===== config.mk =====
export PLATFORM = sky130hd
export DESIGN_NAME = mem_access_flat
export DESIGN_NICKNAME = d
export VERILOG_FILES = /design/src/rtl/mem_access_pkg.sv /design/src/rtl/mem_access_if.sv /design/src/rtl/mem_load_align.sv /design/src/rtl/mem_access.sv /design/src/flat_wrapper.sv
export SDC_FILE = /design/constraint.sdc
export NUM_CORES = 1
export LEC_CHECK = 0
export CAP_MARGIN = 20
export CELL_PAD_IN_SITES_DETAIL_PLACEMENT = 1
export CELL_PAD_IN_SITES_GLOBAL_PLACEMENT = 2
export CORE_UTILIZATION = 24
export DETAILED_ROUTE_END_ITERATION = 8
export GPL_TIMING_DRIVEN = 0
export PLACE_DENSITY_LB_ADDON = 0.12
export SLEW_MARGIN = 20
export SYNTH_ARGS = -nofsm -noshare
export SYNTH_HDL_FRONTEND = slang
export SYNTH_SLANG_ARGS = --single-unit

===== constraint.sdc =====
create_clock -name clk -period 2.05 [get_ports clk]
set_input_delay 0.41 -clock clk [delete_from_list [all_inputs] [get_ports clk]]
set_output_delay 0.41 -clock clk [all_outputs]
set_load 0.02 [all_outputs]

===== src/rtl/mem_access_pkg.sv =====
// Shared memory-stage definitions: bus width macro, MEMOP codes, FSM encodings, lane helpers.
// Latency: n/a (declarations and pure combinational helper functions).
// Backpressure: n/a.
`ifndef WORD_BUS
`define WORD_BUS 32
`endif

package mem_access_pkg;

    localparam logic [3:0] MEMOP_NONE = 4'd0;
    localparam logic [3:0] MEMOP_LB   = 4'd1;
    localparam logic [3:0] MEMOP_LH   = 4'd2;
    localparam logic [3:0] MEMOP_LW   = 4'd3;
    localparam logic [3:0] MEMOP_LBU  = 4'd4;
    localparam logic [3:0] MEMOP_LHU  = 4'd5;
    localparam logic [3:0] MEMOP_SB   = 4'd6;
    localparam logic [3:0] MEMOP_SH   = 4'd7;
    localparam logic [3:0] MEMOP_SW   = 4'd8;

    localparam logic [0:0] ST_IDLE = 1'b0;
    localparam logic [0:0] ST_BUSY = 1'b1;

    // Codes above SW are not instructions; they behave like a plain ALU pass-through.
    function automatic logic [3:0] memop_norm(input logic [3:0] op);
        return (op > MEMOP_SW) ? MEMOP_NONE : op;
    endfunction

    // Access size: 0 none, 1 byte, 2 half, 3 word.
    function automatic logic [1:0] memop_size(input logic [3:0] op);
        case (op)
            MEMOP_LB, MEMOP_LBU, MEMOP_SB: return 2'd1;
            MEMOP_LH, MEMOP_LHU, MEMOP_SH: return 2'd2;
            MEMOP_LW, MEMOP_SW:            return 2'd3;
            default:                       return 2'd0;
        endcase
    endfunction

    function automatic logic memop_is_store(input logic [3:0] op);
        return (op == MEMOP_SB) || (op == MEMOP_SH) || (op == MEMOP_SW);
    endfunction

    // Byte enables: bytes follow addr[1:0], halves follow addr[1], words cover all lanes.
    function automatic logic [3:0] memop_be(input logic [3:0] op, input logic [1:0] lo);
        case (memop_size(op))
            2'd1:    return 4'b0001 << lo;
            2'd2:    return lo[1] ? 4'b1100 : 4'b0011;
            2'd3:    return 4'b1111;
            default: return 4'b0000;
        endcase
    endfunction

    // Replicate the store value across lanes so the byte enables alone pick the target.
    function automatic logic [`WORD_BUS-1:0] memop_wdata(input logic [3:0] op,
                                                        input logic [`WORD_BUS-1:0] data);
        case (memop_size(op))
            2'd1:    return {4{data[7:0]}};
            2'd2:    return {2{data[15:0]}};
            default: return data;
        endcase
    endfunction

    function automatic logic memop_misaligned(input logic [3:0] op, input logic [1:0] lo);
        return ((memop_size(op) == 2'd2) && lo[0]) || ((memop_size(op) == 2'd3) && (lo != 2'b00));
    endfunction

endpackage


===== src/rtl/mem_access_if.sv =====
// Data-memory req/ack bus between the memory stage (master) and the data memory (slave).
// Latency: n/a (wires only).
// Backpressure: master holds the request fields stable until mem_ack is sampled high.
interface mem_access_if #(parameter int WORD_W = `WORD_BUS);
    logic              mem_req;
    logic              mem_we;
    logic [WORD_W-1:0] mem_addr;
    logic [WORD_W-1:0] mem_wdata;
    logic [3:0]        mem_be;
    logic              mem_ack;
    logic [WORD_W-1:0] mem_rdata;

    modport master (output mem_req, mem_we, mem_addr, mem_wdata, mem_be,
                    input  mem_ack, mem_rdata);
    modport slave  (input  mem_req, mem_we, mem_addr, mem_wdata, mem_be,
                    output mem_ack, mem_rdata);
endinterface


===== src/rtl/mem_load_align.sv =====
// Load alignment: picks the addressed byte/half from the read word and sign/zero extends it.
// Latency: combinational.
// Backpressure: none.
module mem_load_align
    import mem_access_pkg::*;
#(
    parameter int WORD_W = `WORD_BUS
) (
    input  logic [3:0]        op,
    input  logic [1:0]        addr_lo,
    input  logic [WORD_W-1:0] rdata,
    output logic [WORD_W-1:0] data
);

    logic [7:0]  byte_v;
    logic [15:0] half_v;

    // Lane select followed by width extension for the latched load op.
    always_comb begin
        case (addr_lo)
            2'd0:    byte_v = rdata[7:0];
            2'd1:    byte_v = rdata[15:8];
            2'd2:    byte_v = rdata[23:16];
            default: byte_v = rdata[31:24];
        endcase
        half_v = addr_lo[1] ? rdata[31:16] : rdata[15:0];
        case (op)
            MEMOP_LB:  data = {{(WORD_W-8){byte_v[7]}}, byte_v};
            MEMOP_LBU: data = {{(WORD_W-8){1'b0}}, byte_v};
            MEMOP_LH:  data = {{(WORD_W-16){half_v[15]}}, half_v};
            MEMOP_LHU: data = {{(WORD_W-16){1'b0}}, half_v};
            default:   data = rdata;
        endcase
    end

endmodule


===== src/rtl/mem_access.sv =====
// Memory stage: one req/ack data-memory transaction per load/store, registered writeback result.
// Latency: 1 cycle for non-memory ops, 1 + ack wait cycles for loads/stores.
// Backpressure: o_stall is high while a transaction is outstanding; inputs are ignored then.
// Optional misaligned-access trap selected by defining MEM_MISALIGN_CHECK_EN.
module mem_access
    import mem_access_pkg::*;
#(
    parameter int WORD_W = `WORD_BUS,
    parameter int REG_AW = 5
) (
    input  logic              clk,
    input  logic              rst_n,
    input  logic              i_valid,
    input  logic [WORD_W-1:0] i_exResult,
    input  logic [3:0]        i_memOp,
    input  logic [WORD_W-1:0] i_storeData,
    input  logic [REG_AW-1:0] i_destReg,
    input  logic              i_regWe,
    output logic              o_stall,
    mem_access_if.master      mem,
    output logic              o_valid,
    output logic [WORD_W-1:0] o_wbData,
    output logic [REG_AW-1:0] o_wbReg,
    output logic              o_wbWe,
    output logic              o_excMisalign
);

    logic [0:0]        state_q,     state_d;
    logic              mem_we_q,    mem_we_d;
    logic [WORD_W-1:0] mem_addr_q,  mem_addr_d;
    logic [WORD_W-1:0] mem_wdata_q, mem_wdata_d;
    logic [3:0]        mem_be_q,    mem_be_d;
    logic [3:0]        op_q,        op_d;
    logic [1:0]        addr_lo_q,   addr_lo_d;
    logic [REG_AW-1:0] dest_q,      dest_d;
    logic              regwe_q,     regwe_d;
    logic              valid_q,     valid_d;
    logic [WORD_W-1:0] wb_data_q,   wb_data_d;
    logic [REG_AW-1:0] wb_reg_q,    wb_reg_d;
    logic              wb_we_q,     wb_we_d;
`ifdef MEM_MISALIGN_CHECK_EN
    logic              exc_q,       exc_d;
`endif

    logic [3:0]        in_op;
    logic [WORD_W-1:0] load_word;

    assign in_op = memop_norm(i_memOp);

    mem_load_align #(.WORD_W(WORD_W)) u_load_align (
        .op      (op_q),
        .addr_lo (addr_lo_q),
        .rdata   (mem.mem_rdata),
        .data    (load_word)
    );

    // Next-state: accept an instruction in IDLE, wait for ack in BUSY, pulse the result.
    always_comb begin
        state_d     = state_q;
        mem_we_d    = mem_we_q;
        mem_addr_d  = mem_addr_q;
        mem_wdata_d = mem_wdata_q;
        mem_be_d    = mem_be_q;
        op_d        = op_q;
        addr_lo_d   = addr_lo_q;
        dest_d      = dest_q;
        regwe_d     = regwe_q;
        valid_d     = 1'b0;
        wb_data_d   = wb_data_q;
        wb_reg_d    = wb_reg_q;
        wb_we_d     = 1'b0;
`ifdef MEM_MISALIGN_CHECK_EN
        exc_d       = 1'b0;
`endif
        case (state_q)
            ST_IDLE: begin
                if (i_valid) begin
                    if (in_op == MEMOP_NONE) begin
                        valid_d   = 1'b1;
                        wb_data_d = i_exResult;
                        wb_reg_d  = i_destReg;
                        wb_we_d   = i_regWe;
                    end
`ifdef MEM_MISALIGN_CHECK_EN
                    else if (memop_misaligned(in_op, i_exResult[1:0])) begin
                        // Trap without touching the bus; the faulting address is reported.
                        valid_d   = 1'b1;
                        wb_data_d = i_exResult;
                        wb_reg_d  = i_destReg;
                        exc_d     = 1'b1;
                    end
`endif
                    else begin
                        state_d     = ST_BUSY;
                        mem_we_d    = memop_is_store(in_op);
                        mem_addr_d  = {i_exResult[WORD_W-1:2], 2'b00};
                        mem_wdata_d = memop_wdata(in_op, i_storeData);
                        mem_be_d    = memop_be(in_op, i_exResult[1:0]);
                        op_d        = in_op;
                        addr_lo_d   = i_exResult[1:0];
                        dest_d      = i_destReg;
                        regwe_d     = i_regWe;
                    end
                end
            end
            default: begin
                if (mem.mem_ack) begin
                    state_d   = ST_IDLE;
                    valid_d   = 1'b1;
                    wb_data_d = mem_we_q ? '0 : load_word;
                    wb_reg_d  = dest_q;
                    wb_we_d   = regwe_q & ~mem_we_q;
                end
            end
        endcase
    end

    // State and output registers; reset abandons any outstanding request.
    always_ff @(posedge clk or negedge rst_n) begin
        if (!rst_n) begin
            state_q     <= ST_IDLE;
            mem_we_q    <= 1'b0;
            mem_addr_q  <= '0;
            mem_wdata_q <= '0;
            mem_be_q    <= '0;
            op_q        <= MEMOP_NONE;
            addr_lo_q   <= '0;
            dest_q      <= '0;
            regwe_q     <= 1'b0;
            valid_q     <= 1'b0;
            wb_data_q   <= '0;
            wb_reg_q    <= '0;
            wb_we_q     <= 1'b0;
`ifdef MEM_MISALIGN_CHECK_EN
            exc_q       <= 1'b0;
`endif
        end else begin
            state_q     <= state_d;
            mem_we_q    <= mem_we_d;
            mem_addr_q  <= mem_addr_d;
            mem_wdata_q <= mem_wdata_d;
            mem_be_q    <= mem_be_d;
            op_q        <= op_d;
            addr_lo_q   <= addr_lo_d;
            dest_q      <= dest_d;
            regwe_q     <= regwe_d;
            valid_q     <= valid_d;
            wb_data_q   <= wb_data_d;
            wb_reg_q    <= wb_reg_d;
            wb_we_q     <= wb_we_d;
`ifdef MEM_MISALIGN_CHECK_EN
            exc_q       <= exc_d;
`endif
        end
    end

    assign o_stall       = (state_q == ST_BUSY);
    assign mem.mem_req   = (state_q == ST_BUSY);
    assign mem.mem_we    = mem_we_q;
    assign mem.mem_addr  = mem_addr_q;
    assign mem.mem_wdata = mem_wdata_q;
    assign mem.mem_be    = mem_be_q;
    assign o_valid       = valid_q;
    assign o_wbData      = wb_data_q;
    assign o_wbReg       = wb_reg_q;
    assign o_wbWe        = wb_we_q;
`ifdef MEM_MISALIGN_CHECK_EN
    assign o_excMisalign = exc_q;
`else
    assign o_excMisalign = 1'b0;
`endif

endmodule


===== src/flat_wrapper.sv =====
// flat-port wrapper written by rule: the top's interface ports become plain ports
module mem_access_flat import mem_access_pkg::*;
#(
    parameter int WORD_W = `WORD_BUS,
    parameter int REG_AW = 5
)
  (clk, rst_n, i_valid, i_exResult, i_memOp, i_storeData, i_destReg, i_regWe, o_stall, o_valid, o_wbData, o_wbReg, o_wbWe, o_excMisalign, mem_mem_req, mem_mem_we, mem_mem_addr, mem_mem_wdata, mem_mem_be, mem_mem_ack, mem_mem_rdata);
  mem_access_if #(.WORD_W(WORD_W)) mem_i ();
  input  logic clk;
  input  logic rst_n;
  input  logic i_valid;
  input  logic [WORD_W-1:0] i_exResult;
  input  logic [3:0] i_memOp;
  input  logic [WORD_W-1:0] i_storeData;
  input  logic [REG_AW-1:0] i_destReg;
  input  logic i_regWe;
  output logic o_stall;
  output logic o_valid;
  output logic [WORD_W-1:0] o_wbData;
  output logic [REG_AW-1:0] o_wbReg;
  output logic o_wbWe;
  output logic o_excMisalign;
  output wire logic [$bits(mem_i.mem_req)-1:0] mem_mem_req;
  output wire logic [$bits(mem_i.mem_we)-1:0] mem_mem_we;
  output wire logic [$bits(mem_i.mem_addr)-1:0] mem_mem_addr;
  output wire logic [$bits(mem_i.mem_wdata)-1:0] mem_mem_wdata;
  output wire logic [$bits(mem_i.mem_be)-1:0] mem_mem_be;
  input wire logic [$bits(mem_i.mem_ack)-1:0] mem_mem_ack;
  input wire logic [$bits(mem_i.mem_rdata)-1:0] mem_mem_rdata;
  assign mem_mem_req = mem_i.mem_req;
  assign mem_mem_we = mem_i.mem_we;
  assign mem_mem_addr = mem_i.mem_addr;
  assign mem_mem_wdata = mem_i.mem_wdata;
  assign mem_mem_be = mem_i.mem_be;
  assign mem_i.mem_ack = mem_mem_ack;
  assign mem_i.mem_rdata = mem_mem_rdata;
  mem_access #(.WORD_W(WORD_W), .REG_AW(REG_AW)) u_core (.clk(clk), .rst_n(rst_n), .i_valid(i_valid), .i_exResult(i_exResult), .i_memOp(i_memOp), .i_storeData(i_storeData), .i_destReg(i_destReg), .i_regWe(i_regWe), .o_stall(o_stall), .mem(mem_i), .o_valid(o_valid), .o_wbData(o_wbData), .o_wbReg(o_wbReg), .o_wbWe(o_wbWe), .o_excMisalign(o_excMisalign));
endmodule

**After elaboration in Yosys (flattened, before gate mapping)**

Memories as Yosys holds them, arrays and structs flattened.
Cells that the tools add are included.

- RAM bits: 0
- Bits in registers: 119
- Input bits: 110
- Bits in read-only memories: 64
- Logic and storage cells: 78
- Memories: 2
- Latch bits: 0
- Output and inout port bits: 111

Memory list:

| memory | words | bits a word | read ports | clocked after Yosys merged registers in | wr ports | RTL line | text |
|---|---|---|---|---|---|---|---|
| (no name shown) | 16 | 2 | 1 | 0 | 0 | mem_access_pkg.sv:30 | `case (op)` |
| (no name shown) | 16 | 2 | 1 | 0 | 0 | mem_access_pkg.sv:30 |  |

- Bitwise gates (word level): 4
- Add/sub/neg operators: 0
- Shift-type cells: 1
- $lt $le $gt $ge: 1
- Multiply operators: 0
- Equality and inequality tests: 15
- Mux-type cells: 34
- Divide/modulo/power cells: 0
- Reductions and logical operators: 8

Operator list:

| kind | count |
|---|---|
| $mux W32 | 5 |
| $pmux W32 S4 | 1 |
| $pmux W32 S2 | 1 |
| $pmux W8 S3 | 1 |
| $mux W5 | 4 |
| $eq A4 B3 Y1 const B | 4 |
| $mux W16 | 1 |
| $mux W1 | 12 |
| $mux W2 | 6 |
| $pmux W4 S3 | 1 |
| $eq A2 B2 Y1 const B | 4 |
| $mux W4 | 2 |
| $eq A2 B1 Y1 const B | 3 |
| $reduce_and A3 Y1 | 2 |
| $eq A4 B1 Y1 const B | 1 |
| $eq A4 B2 Y1 const B | 1 |
| $eq A4 B4 Y1 const B | 1 |
| $gt A4 B4 Y1 const B | 1 |
| $logic_not A4 Y1 | 1 |
| $reduce_bool A2 Y1 | 2 |
| $shl A1 B2 Y4 const A | 1 |
| $not A1 Y1 | 3 |
| $logic_not A2 Y1 | 1 |
| $logic_or A1 B1 Y1 | 2 |
| 2 further kinds | 2 |

**Depth between registers and ports, before layout**

Gate-level depths: netlist of the first run.

- Word-level depth: 8
- Mapped depth: 11
- Depth with buffers taken out: 9

**Hierarchy**

A second synthesis of the first run with hierarchy kept.

- Cells, all modules: 693
- Area, all modules: 6,277.3 sq um

By module, submodules not included:

| module | area an instance (sq um) | seq. area each (sq um) | cells each | times used |
|---|---|---|---|---|
| mem_access | 5,456.5 | 2,977.9 | 600 | 1 |
| mem_load_align | 820.8 | 0.0 | 93 | 1 |

**Least setup slack after synthesis of the first run**

Ideal clock, no wire load.

- Path kind: input-to-reg
- From: in i_memOp[1]
- To: reg u_core.mem_wdata_q[18] (netlist: u_core.mem.mem_wdata[18])
- Path buffers: 2
- Arrival time: 1.999 ns
- Cell stages on the path: 8
- Path slack: -0.074 ns
- Library setup time: 0.126 ns
- Required time: 1.924 ns
- Path through: clkbuf_1 > nor3_1 > nand2_1 > o21a_1 > ha_1 > clkbuf_1 > nor3b_1 > a221o_1

- Longest elaborated chain between the ends: 8
- Elaborated cells on any way between the ends: 12
- Those cells by class: order compare: 1; eq/ne: 2; mux: 5; bitwise: 1; reduce/logical: 2; memory: 1

RTL lines:

| item | RTL line | text |
|---|---|---|
| start, declared | flat_wrapper.sv:13 | `input logic [3:0] i_memOp;` |
| $gt A4 B4 Y1 | mem_access_pkg.sv:25 | `return (op > MEMOP_SW) ? MEMOP_NONE : op;` |
| $mux W4 * | mem_access_pkg.sv:25 |  |
| $mem_v2 Z16 W2 | -- |  |
| $mux W2 | mem_access.sv:78 | `if (in_op == MEMOP_NONE) begin` |
| $mux W2 | mem_access.sv:77 | `if (i_valid) begin` |
| $mux W2 | mem_access.sv:75 | `case (state_q)` |
| $eq A2 B2 Y1 / $eq A2 B1 Y1 (equally long branches) | mem_access_pkg.sv:55 | `case (memop_size(op))` |
| $pmux W32 S2 | mem_access_pkg.sv:55 |  |
| end signal, assigned | mem_access.sv:141 | `mem_wdata_q <= mem_wdata_d;` |
| end, declared | mem_access.sv:31 | `logic [WORD_W-1:0] mem_wdata_q, mem_wdata_d;` |

Every way passes the cells marked *; elsewhere a longest branch is shown, timed or not. The select of a mux whose other input is x is not followed.
A chain may end at the register's enable or synchronous reset.

**Final worst setup path of the first run**

- From: reg u_core.addr_lo_q[1]
- To: reg u_core.wb_data_q[30] (netlist: u_core.o_wbData[30])

- Longest elaborated chain between the ends: 6
- Elaborated cells on any way between the ends: 9
- Those cells by class: eq/ne: 2; mux: 6; reduce/logical: 1

RTL lines:

| item | RTL line | text |
|---|---|---|
| start, declared | mem_access.sv:34 | `logic [1:0] addr_lo_q, addr_lo_d;` |
| start signal, assigned | mem_access.sv:144 | `addr_lo_q <= addr_lo_d;` |
| $eq A2 B2 Y1, or another cell as far along | mem_load_align.sv:20 | `case (addr_lo)` |
| $pmux W8 S3 | mem_load_align.sv:20 |  |
| $pmux W32 S4 * | mem_load_align.sv:27 | `case (op)` |
| $mux W32 * | mem_access.sv:110 | `wb_data_d = mem_we_q ? '0 : load_word;` |
| $mux W32 * | mem_access.sv:107 | `if (mem.mem_ack) begin` |
| $mux W32 * | mem_access.sv:75 |  |
| end signal, assigned | mem_access.sv:148 | `wb_data_q <= wb_data_d;` |
| end, declared | mem_access.sv:38 | `logic [WORD_W-1:0] wb_data_q, wb_data_d;` |

Marks and branches as above.

==> results.sh, run 1 <==
export IMPL_cts_tree="done"
export IMPL_path_max_fanout=5
export IMPL_timing_final_ws_setup_ns=0.0538
export IMPL_yosysTopAreaCell="dfrtp_1"
export IMPL_synth_area_um2=5890
export IMPL_synth_top_cell_area_share_pct=50.6
export IMPL_drv_slew=0
export IMPL_grt_pass1_wl_um=34800
export IMPL_synth_seq_area_share_pct=50.6
export IMPL_grt_max_degree=62
export IMPL_die_area_um2=25200
export IMPL_cts_sinks=119
export IMPL_status="finished, final reports clean"
export IMPL_crit_path_start="u_core.addr_lo_q[1]"
export IMPL_grt_pass1_vias=5763
export IMPL_die_h_um=159
export IMPL_initial_utilization_pct=24.8
export IMPL_postRouteAntennaNets=0
export IMPL_synth_cell_types=53
export IMPL_rr_startpoint="u_core.addr_lo_q[1]"
export IMPL_yosys_top_cells_area="dfrtp_1, mux2_2, o21ai_0"
export IMPL_num_vias=5360
export IMPL_hold_depth=3
export IMPL_finalInstanceArea_um2=9570
export IMPL_reg2reg_to="u_core.o_wbData[30]"
export IMPL_max_slew_margin_pct=63.3
export IMPL_critPathRequiredTime_ns=2.35
export IMPL_startpoint_type="flop"
export IMPL_yosysMostFrequentCell="dfrtp_1"
export IMPL_io_buffers=214
export IMPL_routed_via_density=4.79
export IMPL_drive_above_1_share_pct=24.0
export IMPL_drt_initial_drc_count=167
export IMPL_clock_latency_ns=0.42
export IMPL_async_flop_share_pct=100
export IMPL_power_density_nw_per_um2=1130
export IMPL_rows=56
export IMPL_drc=0
export IMPL_globalplace_congestion=0.878
export IMPL_wl_per_cell_um=20.8
export IMPL_worst_ep_arrival_time_ns=2.29
export IMPL_worstSetupPathType="flop to flop"
export IMPL_syn_area_per_cell_um2=10.9
export IMPL_power_leakage_nw=3.84
export IMPL_grt_total_usage_pct=18.8
export IMPL_hold_path_class="input pin to flop"
export IMPL_syn_inst=539
export IMPL_period_needed_ns=2.00
export IMPL_fp_coreArea_um2=23800
export IMPL_cts_buffers=17
export IMPL_max_cap_viol_count=0
export IMPL_skew_ns=0.0111
export IMPL_hold_viol=0
export IMPL_grt_util_met1_pct=23.4
export IMPL_antenna_found_initial=2
export IMPL_post_place_ws_ns=-0.920
export IMPL_area_growth_pct=62.5
export IMPL_r2r_cells=7
export IMPL_cts_htree_levels=4
export IMPL_yosys_top_cells_count="dfrtp_1, o21ai_0, mux2_2, a21oi_1, nand2_1"
export IMPL_seq_area_um2=2980
export IMPL_worst_slew_pin_slew_ns=0.551
export IMPL_ys_seq_elements=119
export IMPL_multi_input_area_um2=2860
export IMPL_dpl_cell_area_um2=8470
export IMPL_busiest_layer="met2"
export IMPL_drtPass1Iterations=4
export IMPL_die_w_um=159
export IMPL_finalPower_mw=10.8
export IMPL_fill_cells=2558
export IMPL_hold_start="i_memOp[3]"
export IMPL_whs_endpoint="u_core.op_q[1]"
export IMPL_finalSetupViolations=0
export IMPL_hpwlAfterDp_um=17300
export IMPL_timing_fmax_ghz=0.501
export IMPL_ios=221
export IMPL_ir_worst_vdd_v=0.000555
export IMPL_rrSetupSlack_ns=0.05
export IMPL_path_clk_slew_ns=0.06
export IMPL_utilization_pct=40.3
export IMPL_routed_wl_um=23300
export IMPL_ys_warnings_count=0
export IMPL_grtUsageMet3_pct=5.88
export IMPL_clk_path_buf_depth=2
export IMPL_met2_usage_pct=31.2
export IMPL_timing_final_crit_share_pct=97.4
export IMPL_endpoint_kind="flop"
export IMPL_nNetsFinal=900
export IMPL_grt_remaining_overflow=0
export IMPL_synth_ff_type="dfrtp_1"
export IMPL_synth_edf_count=0
export IMPL_clock_root_buffer="clkbuf_16"
## power breakdown
part	switching [mW]	internal [mW]
sequential	0.381	3.00
combinational	2.19	2.12
clock	1.21	1.95
total	3.78	7.07
## metrics by stage
stage / hold slack (ns) / instances / TNS (ns)
2_1_floorplan: 0.114 / 541 / -0.881
3_5_place_dp: 0.388 / 1075 / -75.97
5_1_grt: 0.420 / 1118 / -0.0198
3_3_place_gp: 0.463 / 1074 / -609.94
6_report: 0.405 / 1120 / 0
4_1_cts: 0.399 / 1117 / -0.0539
## routing by layer
layer / vias to the layer above / routed length [µm]
li1: 2481 / -
met1: 2688 / 9950
met2: 171 / 11400
met3: 20 / 1690
met4: 0 / 242
met5: - / 0
## sequential cells by signal (all words and copies together), names as in the netlist
register	cells
u_core.mem.mem_wdata	32
u_core.o_wbData	32
u_core.mem.mem_addr	30
u_core.dest_q	5
u_core.o_wbReg	5
u_core.mem.mem_be	4
u_core.op_q	4
u_core.addr_lo_q	2
u_core.mem.mem_req	1
u_core.mem.mem_we	1
u_core.o_valid	1
u_core.o_wbWe	1
u_core.regwe_q	1
## timing repair
item                       4_1_cts  5_1_grt
setup endpoints to repair      113       85
setup buffers                    8        4
cloned                           2        0
resized for setup               89       39
pin swaps                       20        6
hold endpoints to repair        58        0
hold buffers                     1        0
## how the worst max path moves through the flow
stage	to	slack, ns	cells past startpoint
finish	u_core.o_wbData[30]	0.05	7
global route	u_core.mem.mem_wdata[31]	-0.01	11
CTS	u_core.o_wbData[27]	-0.01	9
detailed placement	u_core.mem.mem_wdata[22]	-0.92	8
global placement	u_core.mem.mem_addr[28]	-4.54	1
floorplan	u_core.mem.mem_addr[10]	-0.03	6
## final cells by class
type                            count  share of cell area, %
Sequential cell                   119                   31.1
Multi-Input combinational cell    368                   29.9
Timing Repair Buffer              229                   24.2
Clock buffer                       18                   4.59
Tap cell                          319                   4.17
Buffer                             43                   3.78
Clock inverter                     14                   1.82
Inverter                            8                  0.353
Antenna cell                        2                 0.0523
## cells in the final DEF, fill, tap and decap left out, drive strengths merged, types with 3 or more instances in the layout
cell type / netlist / layout
nor2: 23 / 23
nand2: 40 / 41
clkdlybuf4s50: 0 / 208
a21oi: 48 / 48
nand2b: 4 / 4
o22ai: 8 / 8
nor3b: 8 / 8
nor2b: 11 / 11
o21ai: 74 / 74
clkinv: 1 / 5
inv: 7 / 10
dlygate4sd2: 0 / 3
mux2i: 14 / 14
mux2: 51 / 51
a221o: 23 / 23
buf: 28 / 44
o21a: 3 / 3
clkbuf: 19 / 32
a22oi: 10 / 10
clkinvlp: 0 / 4
dfrtp: 119 / 119
and2: 3 / 3
conb: 1 / 3
mux4: 8 / 8
o31ai: 7 / 7
bufinv: 0 / 3
ha: 4 / 4
## cells by family (layout without fill, tap and decap cells)
family | Yosys count | in the layout | share of synthesized area, %
fa+ha+maj | 4 | 4 | 0.850
other cells | 1 | 5 | 0.0637
mux | 73 | 73 | 15.2
xor+xnor | 2 | 2 | 0.298
buf+inv | 55 | 312 | 4.87
simple gates | 100 | 101 | 8.48
compound gates | 185 | 185 | 19.7
flops | 119 | 119 | 50.6
## critical path: stages, from the launching register on
cell	delay [ns]
dfrtp_1	0.37
mux4_2	0.53
a221o_1	0.34
buf_6	0.12
o21a_4	0.22
buf_16	0.15
o21ai_2	0.06
a21oi_1	0.08
Power figures use the tool's default switching activity.
==> run 2: changes to the inputs <==
Settings changed: ABC_AREA from default to 1, CORE_ASPECT_RATIO from default to 1.75, CORE_UTILIZATION 24 to 22, SETUP_SLACK_MARGIN from default to 0.2.
==> run 2 against run 1 <==
  * Clock power rose by 2%
  * Fmax rose by 10%
  * Critical path type is now flop to primary output
  * Combinational power rose by 11%
  * Largest power group unchanged
  * Sequential share of layout area fell by 1.4 points
  * Power rose by 5.3%
  * Highest routed layer is now met5
  * Sequential power rose by 1%
  * Final area rose by 4.7%
==> results.sh, run 2 <==
export IMPL_status="finished, final reports clean"
export IMPL_die_h_um=228
export IMPL_grt_pass1_wl_um=43200
export IMPL_wl_per_cell_um=18.7
export IMPL_path_cells="clkdlybuf4s50_1"
export IMPL_finalSetupViolations=0
export IMPL_worst_ep_arrival_time_ns=1.40
export IMPL_grt_remaining_overflow=0
export IMPL_critPathRequiredTime_ns=1.64
export IMPL_yosysTopAreaCell="dfrtp_1"
export IMPL_clock_root_buffer="clkbuf_16"
export IMPL_yosys_area_share_adder_pct=0.777
export IMPL_worst_slew_pin_slew_ns=0.653
export IMPL_synth_seq_area_share_pct=46.2
export IMPL_yosys_top_cells_area="dfrtp_1, nand2_1, a21oi_1"
export IMPL_rows=82
export IMPL_antenna_found_initial=1
export IMPL_hpwlAfterDp_um=21800
export IMPL_startpoint_type="flop"
export IMPL_synth_top_cell_area_share_pct=46.2
export IMPL_hold_path_class="input pin to flop"
export IMPL_synth_xor_area_share_pct=0
export IMPL_finalNonFillerCells=1505
export IMPL_rrSetupSlack_ns=0.31
export IMPL_synth_ff_type="dfrtp_1"
export IMPL_whs_endpoint="u_core.mem.mem_we"
export IMPL_crit_buf_inv=1
export IMPL_num_vias=6634
export IMPL_diodes=0
export IMPL_async_flop_share_pct=100
export IMPL_routed_via_density=4.41
export IMPL_hold_depth=3
export IMPL_ir_worst_vdd_v=0.000549
export IMPL_cts_sinks=119
export IMPL_synth_area_um2=6440
export IMPL_die_area_um2=30000
export IMPL_io_buffers=217
export IMPL_drv_slew=0
export IMPL_layout_commonest_cell="nand2_1"
export IMPL_drc=0
export IMPL_drtPass1Iterations=4
export IMPL_skew_ns=0.00818
export IMPL_timing_fmax_ghz=0.552
export IMPL_path_max_fanout=2
export IMPL_max_cap_viol_count=0
export IMPL_muxShareOfSynthArea_pct=0
export IMPL_hold_viol=0
export IMPL_grt_pass1_vias=7257
export IMPL_synth_edf_count=0
export IMPL_utilization_pct=34.9
export IMPL_path_clk_slew_ns=0.06
export IMPL_cts_htree_levels=4
export IMPL_power_leakage_nw=4.83
export IMPL_hold_ws_ns=0.337
export IMPL_rr_startpoint="u_core.mem.mem_req"
export IMPL_rsz0062_at_grt="false"
export IMPL_final_cell_mix="nand2_1, clkdlybuf4s50_1, dfrtp_1"
export IMPL_post_place_ws_ns=-0.873
export IMPL_reg2reg_to="u_core.o_wbData[29]"
export IMPL_postRouteAntennaNets=0
export IMPL_seq_area_um2=2980
export IMPL_period_needed_ns=1.81
export IMPL_clock_latency_ns=0.44
export IMPL_nNetsFinal=1228
export IMPL_synth_compound_area_share_pct=19.7
export IMPL_ys_warnings_count=0
export IMPL_yosysMostFrequentCell="nand2_1"
export IMPL_grt_total_usage_pct=19.4
export IMPL_placed_cells=1459
export IMPL_max_slew_margin_pct=56.4
export IMPL_max_stage_delay_ns=0.61
export IMPL_drive_above_1_share_pct=13.0
export IMPL_cp_slowest_cell="clkdlybuf4s50_1"
export IMPL_area_growth_pct=55.7
export IMPL_hold_start="i_memOp[2]"
export IMPL_globalplace_congestion=0.810
export IMPL_syn_area_per_cell_um2=7.48
export IMPL_worstSetupPathType="flop to primary output"
export IMPL_routed_wl_um=28100
export IMPL_fill_cells=3458
export IMPL_grt_max_degree=78
export IMPL_ios=221
export IMPL_drt_initial_drc_count=207
export IMPL_syn_inst=861
export IMPL_clk_path_buf_depth=2
export IMPL_ys_seq_elements=119
export IMPL_timing_final_ws_setup_ns=0.238
export IMPL_r2r_cells=5
export IMPL_power_density_nw_per_um2=1140
export IMPL_endpoint_kind="primary output"
export IMPL_synth_top_family_by_area="simple AND/OR/NAND/NOR gates"
export IMPL_synth_cell_types=35
export IMPL_yosys_top_cells_count="nand2_1, dfrtp_1, nor2_1, a21oi_1, inv_1"
export IMPL_cp_top_family="buffers and inverters"
export IMPL_die_w_um=131
export IMPL_cts_buffers=17
export IMPL_timing_final_crit_share_pct=88.4
export IMPL_synthSimpleGateAreaFrac_pct=22.2
export IMPL_fp_coreArea_um2=28700
export IMPL_initial_utilization_pct=22.4
export IMPL_multi_input_area_um2=2910
export IMPL_cts_tree="done"
-- run 2: changes by cell type in the layout (fill, tap and decap cells not counted), moves of 51 or more --
| cell | previous run | this run |
|---|---|---|
| nor2_1 | 21 | 99 |
| inv_1 | 6 | 94 |
| clkdlybuf4s50_1 | 208 | 131 |
| dlygate4sd2_1 | 3 | 58 |
| mux2_2 | 51 | 0 |
| nand2_1 | 39 | 185 |
| a21oi_1 | 37 | 99 |
-- run 2: cells by family after synthesis --
group | Yosys count
adders and majority gates | 4
other | 1
buffers and inverters | 158
and+or+nand+nor | 343
AOI/OAI and AO/OA | 236
DFF | 119
-- run 2: worst reg2reg max path: stages, from the launching register on --
cell,delay (ns)
dfrtp_1,0.42
buf_6,0.17
nand2_1,0.32
clkbuf_1,0.44
a21oi_1,0.17
a21oi_2,0.15
-- run 2: how the worst max path moves through the flow --
stage | startpoint | to | slack (ns) | cells past startpoint
4_1_cts | i_memOp[1] | u_core.mem.mem_wdata[17] | 0.15 | 12
5_1_grt | u_core.mem.mem_req | u_core.o_wbData[24] | 0.20 | 8
3_3_place_gp | rst_n | u_core.mem.mem_wdata[5] | -4.93 | 1
3_5_place_dp | i_memOp[1] | u_core.mem.mem_be[2] | -0.87 | 11
2_1_floorplan | i_memOp[1] | u_core.mem.mem_wdata[17] | 0.20 | 11
6_report | u_core.mem.mem_wdata[28] | mem_mem_wdata[28] | 0.24 | 1
-- run 2: timing repair --
| item | in CTS | in global routing |
|---|---|---|
| endpoints found under the setup margin | 119 | 86 |
| cloned | 0 | 0 |
| buffers inserted | 3 | 10 |
| resized for setup | 91 | 48 |
| hold endpoints to repair | 42 | 0 |
| pin swaps | 1 | 7 |
| hold buffers | 1 | 0 |
-- run 2: power by group --
part | internal, mW | switching, mW
registers | 3.03 | 0.387
logic | 1.91 | 2.88
clock network | 2.07 | 1.15
total | 7.01 | 4.42
-- run 2: stage by stage --
step / area [µm²] / total power, mW / setup TNS (ns)
5_1_grt: 10000 / 12.2 / 0
6_report: 10000 / 11.4 / 0
3_3_place_gp: 9160 / 8.48 / -621.51
4_1_cts: 9870 / 11.6 / 0
2_1_floorplan: 6520 / 6.06 / 0
3_5_place_dp: 9190 / 8.52 / -39.98
-- run 2: per-layer routing --
metal  track usage [%]  share of wire (%)
met1              18.8                 36
met5                 0              0.043
met2              39.0                 58
met4              6.94                2.2
met3              4.57                4.3
-- run 2: layout make-up --
| cell class | count | area share, % |
|---|---|---|
| flip-flops and latches | 119 | 29.7 |
| repair buffers | 232 | 22.7 |
| inverters | 104 | 3.97 |
| multi-input cells | 586 | 29.0 |
| clock buffers | 25 | 5.04 |
| clock inverters | 7 | 1.15 |
| plain buffers | 54 | 3.66 |
| well taps | 378 | 4.72 |
==> run 3: changes to the inputs <==
Settings changed: CTS_CLUSTER_SIZE from default to 20, TNS_END_PERCENT from default to 1.
==> run 3 against run 2 <==
  * Non-clock buffer count decreased by 7
  * Sequential power about the same
  * Sequential share of layout area increased by 0.28 points
  * Clock skew decreased by 0.00059 ns
  * Count of clock-buffer cells in the layout decreased by 2
  * Clock power decreased by 7.5%
  * Worst setup slack got worse by 0.061 ns
  * Combinational power increased by 5.2%
  * Flip-flop and latch count unchanged
  * Highest routed layer is now met4
  * Critical path depth unchanged
==> results.sh, run 3 (same netlist as run 2, synthesis figures left out) <==
export IMPL_seq_area_um2=2980
export IMPL_die_h_um=228
export IMPL_cts_sinks=119
export IMPL_num_vias=6640
export IMPL_seqPwrFrac_pct=30.1
export IMPL_wl_per_cell_um=18.7
export IMPL_skew_ns=0.00760
export IMPL_timing_final_ws_setup_ns=0.177
export IMPL_hold_viol=0
export IMPL_p_int_mw=7.02
export IMPL_hold_depth=3
export IMPL_path_max_fanout=3
export IMPL_drive_above_1_share_pct=11.8
export IMPL_die_area_um2=30000
export IMPL_cp_slowest_cell="clkdlybuf4s50_1"
export IMPL_postRouteAntennaNets=0
export IMPL_utilization_pct=34.6
export IMPL_multi_input_area_um2=2890
export IMPL_grt_max_degree=62
export IMPL_reg2reg_to="u_core.o_wbData[24]"
export IMPL_whs_endpoint="u_core.mem.mem_we"
export IMPL_grt_total_usage_pct=19.5
export IMPL_clock_root_buffer="clkbuf_16"
export IMPL_post_place_ws_ns=-0.956
export IMPL_rows=82
export IMPL_grt_remaining_overflow=0
export IMPL_path_clk_slew_ns=0.05
export IMPL_cts_htree_levels=4
export IMPL_finalPower_mw=11.5
export IMPL_clock_latency_ns=0.44
export IMPL_cts_tree="done"
export IMPL_switchingPower_mw=4.44
export IMPL_combinationalPowerShare_pct=44.0
export IMPL_finalSetupViolations=0
export IMPL_ir_worst_vdd_v=0.000672
export IMPL_grt_pass1_wl_um=43300
export IMPL_crit_buf_inv=1
export IMPL_drt_initial_drc_count=177
export IMPL_diodes=0
export IMPL_timing_fmax_ghz=0.534
export IMPL_io_buffers=217
export IMPL_globalplace_congestion=0.797
export IMPL_max_slew_margin_pct=59.9
export IMPL_drc=0
export IMPL_initial_utilization_pct=22.4
export IMPL_hpwlAfterDp_um=22100
export IMPL_fill_cells=3484
export IMPL_period_needed_ns=1.87
export IMPL_final_cell_mix="clkdlybuf4s50_1, nand2_1, dfrtp_1"
export IMPL_routed_via_density=4.44
export IMPL_status="finished, final reports clean"
export IMPL_cp_top_family="buffers and inverters"
export IMPL_final_setup_tns_ns=0
export IMPL_worst_slew_pin_slew_ns=0.602
export IMPL_fp_coreArea_um2=28700
export IMPL_grt_pass1_vias=7258
export IMPL_layout_commonest_cell="clkdlybuf4s50_1"
export IMPL_ios=221
export IMPL_endpoint_kind="primary output"
export IMPL_rsz0062_at_grt="true"
export IMPL_startpoint_type="flop"
export IMPL_rr_startpoint="u_core.addr_lo_q[0]"
export IMPL_clkPwrFrac_pct=26.0
export IMPL_placed_cells=1459
export IMPL_drtPass1Iterations=4
export IMPL_finalNonFillerCells=1497
export IMPL_die_w_um=131
export IMPL_power_leakage_nw=4.46
export IMPL_worst_ep_arrival_time_ns=1.46
export IMPL_max_stage_delay_ns=0.65
export IMPL_routed_wl_um=28100
export IMPL_nNetsFinal=1221
export IMPL_path_cells="clkdlybuf4s50_1"
export IMPL_cts_buffers=17
export IMPL_clk_path_buf_depth=2
export IMPL_drv_slew=0
export IMPL_antenna_found_initial=0
export IMPL_max_cap_viol_count=0
export IMPL_worstSetupPathType="flop to primary output"
export IMPL_area_growth_pct=54.2
export IMPL_rrSetupSlack_ns=0.26
export IMPL_hold_start="i_memOp[2]"
export IMPL_timing_final_crit_share_pct=91.4
export IMPL_power_density_nw_per_um2=1150
export IMPL_hold_path_class="input pin to flop"
export IMPL_r2r_cells=9
export IMPL_critPathRequiredTime_ns=1.64
export IMPL_netSwitchingFraction_pct=38.8
-- run 3: layout make-up --
cell class / instances / share of cell area, %
inverter: 104 / 4.08
timing repair buffer: 225 / 22.7
multi-input combinational: 586 / 29.1
sequential: 119 / 30.0
buffer: 54 / 3.67
clock buffer: 23 / 4.71
clock inverter: 8 / 0.995
tap: 378 / 4.76
-- run 3: what timing repair did --
item,CTS,global route
buffers inserted,5,1
pin swaps,6,4
endpoints found under the hold margin,60,0
hold buffers,1,0
gates resized for setup,29,22
setup endpoints to repair,124,189
-- run 3: through the flow --
step | hold WS [ns] | cell area, µm²
6_report | 0.349 | 9930
5_1_grt | 0.367 | 9930
4_1_cts | 0.462 | 9890
3_5_place_dp | 0.405 | 9170
3_3_place_gp | 0.461 | 9140
2_1_floorplan | 0.114 | 6500
-- run 3: how the worst max path moves through the flow --
stage | start | endpoint | slack [ns] | depth (start not counted)
2_1_floorplan | i_memOp[1] | u_core.mem.mem_wdata[26] | 0.16 | 10
3_3_place_gp | rst_n | u_core.mem.mem_wdata[5] | -4.85 | 1
3_5_place_dp | i_memOp[3] | u_core.mem.mem_wdata[8] | -0.96 | 12
4_1_cts | i_memOp[2] | u_core.mem.mem_wdata[8] | 0.05 | 13
5_1_grt | i_memOp[1] | u_core.mem.mem_wdata[8] | 0.1 | 13
6_report | u_core.mem.mem_we | mem_mem_we | 0.18 | 1
-- run 3: per-layer routing --
metal	up-vias	routed length, µm	global-route usage, %
li1	3261	-	-
met1	3199	9640	18.4
met2	151	16500	39.6
met3	29	1240	4.08
met4	0	663	7.74
met5	-	0	0
-- run 3: power by group through the flow --
stage	Sequential, mW	Combinational (mW)	Clock [mW]
3_3_place_gp	3.48	5.01	0
5_1_grt	3.54	5.47	3.14
6_report	3.45	5.04	2.98
4_1_cts	3.46	5.13	3.08
3_5_place_dp	3.49	5.05	0
2_1_floorplan	4.21	1.84	0
